## src/rtl/irtcv_rxfe.sv

```systemverilog
// IR transceiver receive front-end: input synchroniser, glitch filter,
// rising-edge detect, carrier period measurement and envelope recovery.
//
// Envelope FSM states
//   state    | meaning
//   ST_IDLE  | no carrier activity; ir_env low (or follows ir_filt in bypass)
//   ST_MARK  | carrier present; ir_env high, ecnt counts down to expiry
module irtcv_rxfe #(
  parameter int SYNC_STAGES = 2,
  parameter int FILT_W      = 4,
  parameter int ENV_W       = 12,
  parameter int PER_W       = 12
) (
  input  logic              irtcv_clk,
  input  logic              irtcv_rst_async,
  input  logic              rxfe_en,
  input  logic              rxfe_inv,
  input  logic [FILT_W-1:0] rxfe_filt_len,
  input  logic [ENV_W-1:0]  rxfe_env_to,
  input  logic              ir_raw,
  output logic              ir_filt,
  output logic              ir_rise,
  output logic              ir_env,
  output logic [PER_W-1:0]  per_dat,
  output logic              per_vld,
  output logic              per_ovf
);

  typedef enum logic {ST_IDLE, ST_MARK} env_state_t;

  logic [SYNC_STAGES-1:0] sync_q, sync_d;
  logic [FILT_W-1:0]      fcnt_q, fcnt_d;
  logic                   filt_q, filt_d;
  logic                   filt_dly_q, filt_dly_d;
  logic                   rise_q, rise_d;
  logic [PER_W-1:0]       pcnt_q, pcnt_d;
  logic                   armed_q, armed_d;
  logic [PER_W-1:0]       per_dat_q, per_dat_d;
  logic                   per_vld_q, per_vld_d;
  logic                   per_ovf_q, per_ovf_d;
  env_state_t             env_state_q, env_state_d;
  logic [ENV_W-1:0]       ecnt_q, ecnt_d;
  logic                   env_q, env_d;

  logic s_q;
  logic pcnt_sat;

  assign s_q      = sync_q[SYNC_STAGES-1];
  assign pcnt_sat = &pcnt_q;

  // Synchroniser, glitch filter and registered rising-edge detect.
  always_comb begin
    sync_d     = {sync_q[SYNC_STAGES-2:0], ir_raw ^ rxfe_inv};
    filt_d     = filt_q;
    fcnt_d     = '0;
    filt_dly_d = filt_q;
    rise_d     = filt_q & ~filt_dly_q;
    if (s_q != filt_q) begin
      // Compare against the live length so a mid-count change applies at once.
      if (fcnt_q >= rxfe_filt_len) begin
        filt_d = ~filt_q;
        fcnt_d = '0;
      end else begin
        fcnt_d = fcnt_q + FILT_W'(1);
      end
    end
    if (!rxfe_en) begin
      sync_d     = '0;
      filt_d     = 1'b0;
      fcnt_d     = '0;
      filt_dly_d = 1'b0;
      rise_d     = 1'b0;
    end
  end

  // Carrier period measurement between successive ir_rise pulses.
  always_comb begin
    pcnt_d    = pcnt_sat ? pcnt_q : pcnt_q + PER_W'(1);
    armed_d   = armed_q;
    per_dat_d = per_dat_q;
    per_vld_d = 1'b0;
    per_ovf_d = per_ovf_q | pcnt_sat;
    if (rise_q) begin
      // A saturated count is not a valid period; the rise only re-arms.
      if (armed_q && !pcnt_sat) begin
        per_dat_d = pcnt_q;
        per_vld_d = 1'b1;
        per_ovf_d = 1'b0;
      end
      pcnt_d  = PER_W'(1);
      armed_d = 1'b1;
    end
    if (!rxfe_en) begin
      pcnt_d    = '0;
      armed_d   = 1'b0;
      per_dat_d = '0;
      per_vld_d = 1'b0;
      per_ovf_d = 1'b0;
    end
  end

  // Envelope FSM next-state and output; timeout of zero bypasses it.
  always_comb begin
    env_state_d = env_state_q;
    ecnt_d      = ecnt_q;
    env_d       = env_q;
    if (rxfe_env_to == '0) begin
      env_state_d = ST_IDLE;
      ecnt_d      = '0;
      env_d       = filt_q;
    end else begin
      case (env_state_q)
        ST_IDLE: begin
          env_d  = 1'b0;
          ecnt_d = '0;
          if (rise_q) begin
            env_state_d = ST_MARK;
            env_d       = 1'b1;
            ecnt_d      = rxfe_env_to;
          end
        end
        ST_MARK: begin
          env_d = 1'b1;
          // A rise in the expiry cycle reloads and keeps the mark alive.
          if (rise_q) begin
            ecnt_d = rxfe_env_to;
          end else if (ecnt_q <= ENV_W'(1)) begin
            env_state_d = ST_IDLE;
            env_d       = 1'b0;
            ecnt_d      = '0;
          end else begin
            ecnt_d = ecnt_q - ENV_W'(1);
          end
        end
        default: begin
          env_state_d = ST_IDLE;
          env_d       = 1'b0;
          ecnt_d      = '0;
        end
      endcase
    end
    if (!rxfe_en) begin
      env_state_d = ST_IDLE;
      ecnt_d      = '0;
      env_d       = 1'b0;
    end
  end

  // State registers; async reset clears everything.
  always_ff @(posedge irtcv_clk or posedge irtcv_rst_async) begin
    if (irtcv_rst_async) begin
      sync_q      <= '0;
      fcnt_q      <= '0;
      filt_q      <= 1'b0;
      filt_dly_q  <= 1'b0;
      rise_q      <= 1'b0;
      pcnt_q      <= '0;
      armed_q     <= 1'b0;
      per_dat_q   <= '0;
      per_vld_q   <= 1'b0;
      per_ovf_q   <= 1'b0;
      env_state_q <= ST_IDLE;
      ecnt_q      <= '0;
      env_q       <= 1'b0;
    end else begin
      sync_q      <= sync_d;
      fcnt_q      <= fcnt_d;
      filt_q      <= filt_d;
      filt_dly_q  <= filt_dly_d;
      rise_q      <= rise_d;
      pcnt_q      <= pcnt_d;
      armed_q     <= armed_d;
      per_dat_q   <= per_dat_d;
      per_vld_q   <= per_vld_d;
      per_ovf_q   <= per_ovf_d;
      env_state_q <= env_state_d;
      ecnt_q      <= ecnt_d;
      env_q       <= env_d;
    end
  end

  assign ir_filt = filt_q;
  assign ir_rise = rise_q;
  assign ir_env  = env_q;
  assign per_dat = per_dat_q;
  assign per_vld = per_vld_q;
  assign per_ovf = per_ovf_q;

endmodule

```

## config.mk

```make
export PLATFORM = sky130hd
export DESIGN_NAME = irtcv_rxfe
export DESIGN_NICKNAME = d
export VERILOG_FILES = /design/src/rtl/irtcv_rxfe.sv
export SDC_FILE = /design/constraint.sdc
export NUM_CORES = 1
export LEC_CHECK = 0
export CORE_AREA = 3 3 85 63
export CTS_BUF_LIST = sky130_fd_sc_hd__clkbuf_4 sky130_fd_sc_hd__clkbuf_8
export DETAILED_ROUTE_END_ITERATION = 8
export DIE_AREA = 0 0 88 66
export PLACE_DENSITY = 0.79
export SYNTH_ARGS = -nofsm -noshare
export SYNTH_HDL_FRONTEND = slang
export SYNTH_SLANG_ARGS = --single-unit
```

## constraint.sdc

```tcl
create_clock -name irtcv_clk -period 3 [get_ports irtcv_clk]
set_input_delay 0.6 -clock irtcv_clk [delete_from_list [all_inputs] [get_ports irtcv_clk]]
set_output_delay 0.6 -clock irtcv_clk [all_outputs]
set_load 0.02 [all_outputs]
```

==> results.ini, run 1 <==
[outcome]
status=finished clean

[logic_synthesis]
yosysMostFrequentCell=dfrtp_1
synth_common_cells=dfrtp_1, nand2_1, nor2_1, nand3_1, a21oi_1
synthArstFlopShare_pct=100
synth_fp_nets=287
yosysTopAreaCell=dfrtp_1
synth_cells=258
syn_area_um2=2500
synth-seq-cells=50
synth.distinct_cells=43
postSynthAreaPerCell_um2=9.71
synth_edf_count=0
synth_top_area_share_pct=50.0
yosys-top-cells-area=dfrtp_1, nand2_1, ha_1
yosysWarningCount=0
yosysSeqAreaShare_pct=50.0
synth_top_flop_cell=dfrtp_1

[sta]
drv_slew=0
skew_ns=0.00397
fin_crit_ns=2.12
worst_pin_slew_ns=0.604
fin_crit_sh_pct=70.6
fmax_mhz=472
final.setup.tns_ns=0
max_slew_margin_pct=59.7
rsz0062_at_grt=false
setup_viol=0
hold_viol_final=0

[floorplanning]
die_width_um=88
die_h_um=66
core-area_um2=4650
num_rows=21
pin_count=38
initial_core_util_pct=53.9
dieArea_um2=5810

[cts]
cts.htree.levels=2
cts_resized=0
cts_tree=built
cts_setup_buffers=0
cts_root_buf=clkbuf_8
clock_latency_ns=0.31
clk_path_buf_depth=2
clkTransAtPathRegs_ns=0.09
cts_buffers=5
holdBufCountCts=0
clock_sinks=50

[critical_path]
end_kind=register
cp_max_fo=13
critPathKind=primary input to register
start_kind=primary input
worst_path_max_delay_cell=nor4_1
cp_cell_sequence=clkdlybuf4s50_1, nor4_1, nand3_1, nand2_1, o32ai_2
cp_num_buf_inv=1
required_ns=3.18
cp_data_arrival_time_ns=2.29
crit_path_max_incr_delay_ns=0.46
cp_top_family=simple AND/OR/NAND/NOR gates

[final_layout]
area_delta_synth_final_pct=20.8
finalNetCount=323
drive_gt1_share_pct=8.14
num-fill-cells=380
diodes=0

[power]
p_sw_share_pct=24.0
p_leak_nw=1.34
seqPwrFrac_pct=57.5
irDropWorstVdd_mv=0.199
powerDensity_nw_per_um2=396
power_w=0.00120
pwr-share-clk_pct=35.1
p_sw_w=0.000288
p_comb_share_pct=7.4
internal_power_w=0.000910

[routing]
wl_um=5280
ant_nets=0
wl_per_cell_um=15.0
initialDrtViolationCount=74
via_per_inst=5.66
drt_drc_violations_left=0
drtPass1Iterations=4
vias=1991

[place]
io_buffers=37
dp_hpwl_um=3830
gp_congestion=0.841

[global_routing]
grt_pass1_vias=1876
antenna_found_initial=0
grt.overflow.total=0
grt_pass1_wl_um=9090
grt_usage_pct=20.6
grt_start_max_net_pins=31

[run]
drv_cap=0

[hold_path]
hp-class=register to register

[path summary, 6_finish.rpt]
path | start | slack [ns] | depth (start not counted) | end
setup / recovery | rxfe_env_to[10] | 0.88 | 5 | ecnt_q[8]
hold / removal | filt_dly_q | 0.40 | 1 | ir_rise
setup reg to reg | ecnt_q[0] | 0.93 | 7 | ecnt_q[10]
hold reg to reg | filt_dly_q | 0.40 | 1 | ir_rise
max in group asynchronous | irtcv_rst_async | 1.70 | 3 | fcnt_q[3]
min in group asynchronous | irtcv_rst_async | 0.70 | 2 | per_dat[5]
[layout by cell type, fill, tap and decap left out, drive strengths merged]
| master | instances |
|---|---|
| a211o | 1 |
| a211oi | 2 |
| a21boi | 1 |
| a21oi | 14 |
| a311oi | 1 |
| a31oi | 1 |
| and2 | 3 |
| and3 | 5 |
| and4 | 1 |
| buf | 4 |
| clkbuf | 6 |
| clkdlybuf4s50 | 37 |
| clkinv | 1 |
| clkinvlp | 1 |
| dfrtp | 50 |
| ha | 8 |
| inv | 11 |
| mux2 | 1 |
| mux2i | 2 |
| nand2 | 30 |
| nand2b | 3 |
| nand3 | 17 |
| nand3b | 1 |
| nand4 | 10 |
| nor2 | 25 |
| nor2b | 1 |
| nor3 | 4 |
| nor3b | 1 |
| nor4 | 5 |
| o21ai | 12 |
| o21ba | 1 |
| o311ai | 1 |
| o31ai | 2 |
| o32ai | 4 |
| o41ai | 1 |
| or3 | 7 |
| or4b | 1 |
| xnor2 | 9 |
| xor2 | 10 |
[power groups by stage]
| stage | Clock [W] | Sequential [W] | Combinational [W] |
|---|---|---|---|
| CTS | 0.000434 | 0.000689 | 0.0000898 |
| finish | 0.000421 | 0.000689 | 0.0000885 |
| floorplan | 0 | 0.000699 | 0.0000447 |
| detailed placement | 0 | 0.000702 | 0.0000892 |
| global placement | 0 | 0.000702 | 0.0000864 |
| global route | 0.000459 | 0.000690 | 0.0000997 |
[per-layer routing]
metal / track usage [%] / wire [µm]
met3: 4.98 / 235
met4: 8.43 / 98
met2: 29.5 / 2310
met1: 29.8 / 2630
met5: 0 / 0
[registers in the layout, indices dropped and copies added, names as in the netlist]
name and count:
ecnt_q 12, pcnt_q 12, per_dat 12, fcnt_q 4, sync_q 2, armed_q 1, env_state_q 1, filt_dly_q 1
ir_env 1, ir_filt 1, ir_rise 1, per_ovf 1, per_vld 1
[kinds of logic after synthesis]
family	Yosys count	share of synthesized area, %
multiplexers	3	1.25
flip-flops	50	50.0
buffers and inverters	23	3.60
XOR/XNOR	19	6.64
AO/OA/AOI/OAI	41	10.6
AND/OR/NAND/NOR	114	23.9
adder cells (fa/ha/maj)	8	4.00
[stage by stage]
| stage | setup WS [ns] | cell area [µm²] | util, % | hold slack (ns) | instances |
|---|---|---|---|---|---|
| detailed placement | 0.562 | 2930 | 63.0 | 0.392 | 344 |
| CTS | 0.899 | 3030 | 65.1 | 0.405 | 352 |
| floorplan | 1.08 | 2500 | - | 0.378 | 258 |
| global route | 0.778 | 3030 | 65.1 | 0.424 | 352 |
| global placement | 0.583 | 2930 | 63.0 | 0.384 | 344 |
| finish | 0.883 | 3030 | 65.1 | 0.405 | 352 |
[final cells by class]
class                      count  area [µm²]  area share [%]
clock buffer                   6        82.6            2.73
clock inverter                 2        16.3           0.537
inverter                      11        41.3            1.36
multi-input combinational    185        1160            38.4
sequential                    50        1250            41.3
tap                           57        71.3            2.36
timing repair buffer          41         400            13.2
Power figures use the tool's default switching activity.
==> run 2, diff against run 1 <==
Settings changed: CORE_AREA 3 3 85 63 to 3 3 89 66, DIE_AREA 0 0 88 66 to 0 0 92 69, PLACE_DENSITY 0.79 to 0.76.
Clock period 3 ns to 1.9 ns, I/O delays scaled along.
==> run 2 against run 1 <==
  * Clock skew grew 0.0035 ns
  * Clock power grew 53%
  * Hold slack lost 0.073 ns
  * Critical path type is now register to register
  * Largest cell class unchanged
  * Global-route usage shrank 2.8 points
  * Register-to-register slack lost 0.92 ns
  * Design area grew 6.1%
  * Critical path depth grew 2
  * Highest routed layer unchanged
  * Final cell count grew 8.2%
  * Critical endpoint is now ecnt_q[10]
  * Worst setup slack lost 0.87 ns
  * Core utilization shrank 2.3 points
  * Via count grew 1.8%
==> results.ini, run 2 (synthesis gave the netlist of run 1 again) <==
[critical_path]
r2r_cells=7
start_kind=register
worst_path_max_delay_cell=or4b_4
reg2reg_to=ecnt_q[10]
cp_top_family=simple AND/OR/NAND/NOR gates
cp_max_fo=2
r2r_slack_ns=0.009
end_kind=register
setup.worst_path.start=ecnt_q[1]
timing.rr.start=ecnt_q[1]
crit_path_max_incr_delay_ns=0.46
cp_cell_sequence=inv_2, ha_4, or4b_4, nor3b_2, mux2_4, nand3b_1, a21oi_2
cp_num_buf_inv=1
required_ns=2.10
crit_cells=7
cp_data_arrival_time_ns=2.09
critPathKind=register to register
endpoint=ecnt_q[10]

[cts]
cts_buffers=5
cts_tree=built
cts.htree.levels=2
clock_sinks=50
clk_path_buf_depth=2
cts_root_buf=clkbuf_8
clock_latency_ns=0.30
clkTransAtPathRegs_ns=0.09
holdBufCountCts=0

[floorplanning]
die_h_um=69
dieArea_um2=6350
initial_core_util_pct=48.9
pin_count=38
die_width_um=92
core-area_um2=5120
num_rows=22

[sta]
fin_crit_sh_pct=99.5
fmax_mhz=529
fin_crit_ns=1.89
hold_viol_final=0
skew_ns=0.00744
max_slew_margin_pct=69.9
setup_viol=0
drv_slew=0
fin_ws_ns=0.00870
hold_ws_ns=0.332
worst_pin_slew_ns=0.448
final.setup.tns_ns=0

[place]
placed_cell_area_um2=3090
gp_congestion=0.805
io_buffers=37
dp_hpwl_um=3940
dp_cells=373
dp_slack_ns=-0.223

[power]
powerDensity_nw_per_um2=589
p_comb_share_pct=8.4
internal_power_w=0.00145
pwr-share-clk_pct=34.1
p_sw_share_pct=23.5
seqPwrFrac_pct=57.5
p_leak_nw=1.43
irDropWorstVdd_mv=0.405
p_sw_w=0.000445

[final_layout]
final_common_cell=dfrtp_1
multi_input_area_um2=1190
final_cell_mix=dfrtp_1, clkdlybuf4s50_1, nand2_1
finalNetCount=337
instances_no_fill=381
num-fill-cells=421
postLayoutCellArea_um2=3210
diodes=0
area_delta_synth_final_pct=28.2
seqCellArea_um2=1250
drive_gt1_share_pct=13.3

[global_routing]
grt_start_max_net_pins=31
antenna_found_initial=0
grt_usage_pct=17.8
grt_pass1_vias=1962
grt_pass1_wl_um=9150
grt.overflow.total=0

[routing]
vias=2026
ant_nets=0
initialDrtViolationCount=164
wl_um=5480
via_per_inst=5.32
drt_drc_violations_left=0
wl_per_cell_um=14.4
drtPass1Iterations=4

[run]
drv_cap=0

[outcome]
status=finished clean

[hold_path]
hp-class=primary input to async pin

-- run 2: changes by cell type in the layout (fill, tap and decap cells not counted), sizes merged --
cell    delta
buf       +14
clkinv     +1
inv        -1
-- run 2: worst min-delay path by stage --
stage / from / endpoint / slack, ns / depth (start not counted)
after floorplan: filt_dly_q / ir_rise / 0.38 / 1
after global placement: filt_dly_q / ir_rise / 0.39 / 1
after detailed placement: filt_dly_q / ir_rise / 0.39 / 1
after CTS: irtcv_rst_async / ecnt_q[8] / 0.34 / 2
after global routing: irtcv_rst_async / per_dat[5] / 0.38 / 2
final: irtcv_rst_async / ecnt_q[5] / 0.33 / 2
-- run 2: layout make-up --
cell class | instances | area share [%]
flip-flops and latches | 50 | 39.0
multi-input cells | 185 | 37.1
repair buffers | 55 | 16.9
well taps | 72 | 2.80
clock buffers | 6 | 2.57
inverters | 11 | 1.29
clock inverters | 2 | 0.390
-- run 2: power groups by stage --
stage / registers [W] / clock network, W / logic [W]
global route: 0.00109 / 0.000703 / 0.000177
detailed placement: 0.00111 / 0 / 0.000160
global placement: 0.00111 / 0 / 0.000157
CTS: 0.00109 / 0.000659 / 0.000162
finish: 0.00109 / 0.000645 / 0.000159
floorplan: 0.00110 / 0 / 0.0000707
-- run 2: layer usage --
layer  vias to the layer above  track usage (%)  part of all wire [%]
met2                        51             26.9                    45
met5                         -                0                     0
met1                       969             25.5                    49
met4                         0             5.44                   1.1
li1                        999                -                     -
met3                         7             3.93                   4.3
-- run 2: stage by stage --
stage	power [W]	utilization, %
after global placement	0.00126	60.4
after CTS	0.00191	62.2
after detailed placement	0.00127	60.4
final	0.00189	62.7
after floorplan	0.00118	-
after global routing	0.00197	62.7
-- run 2: worst reg2reg max path, stage by stage, from the launching register on --
cell and delay [ns]:
dfrtp_1 0.40, inv_2 0.09, ha_4 0.13, or4b_4 0.46, nor3b_2 0.22, mux2_4 0.32
nand3b_1 0.10, a21oi_2 0.06
-- run 2: timing repair --
item                                    4_1_cts  5_1_grt
gates resized for setup                       0        5
endpoints found under the setup margin        0       10
buffers inserted                              0        0
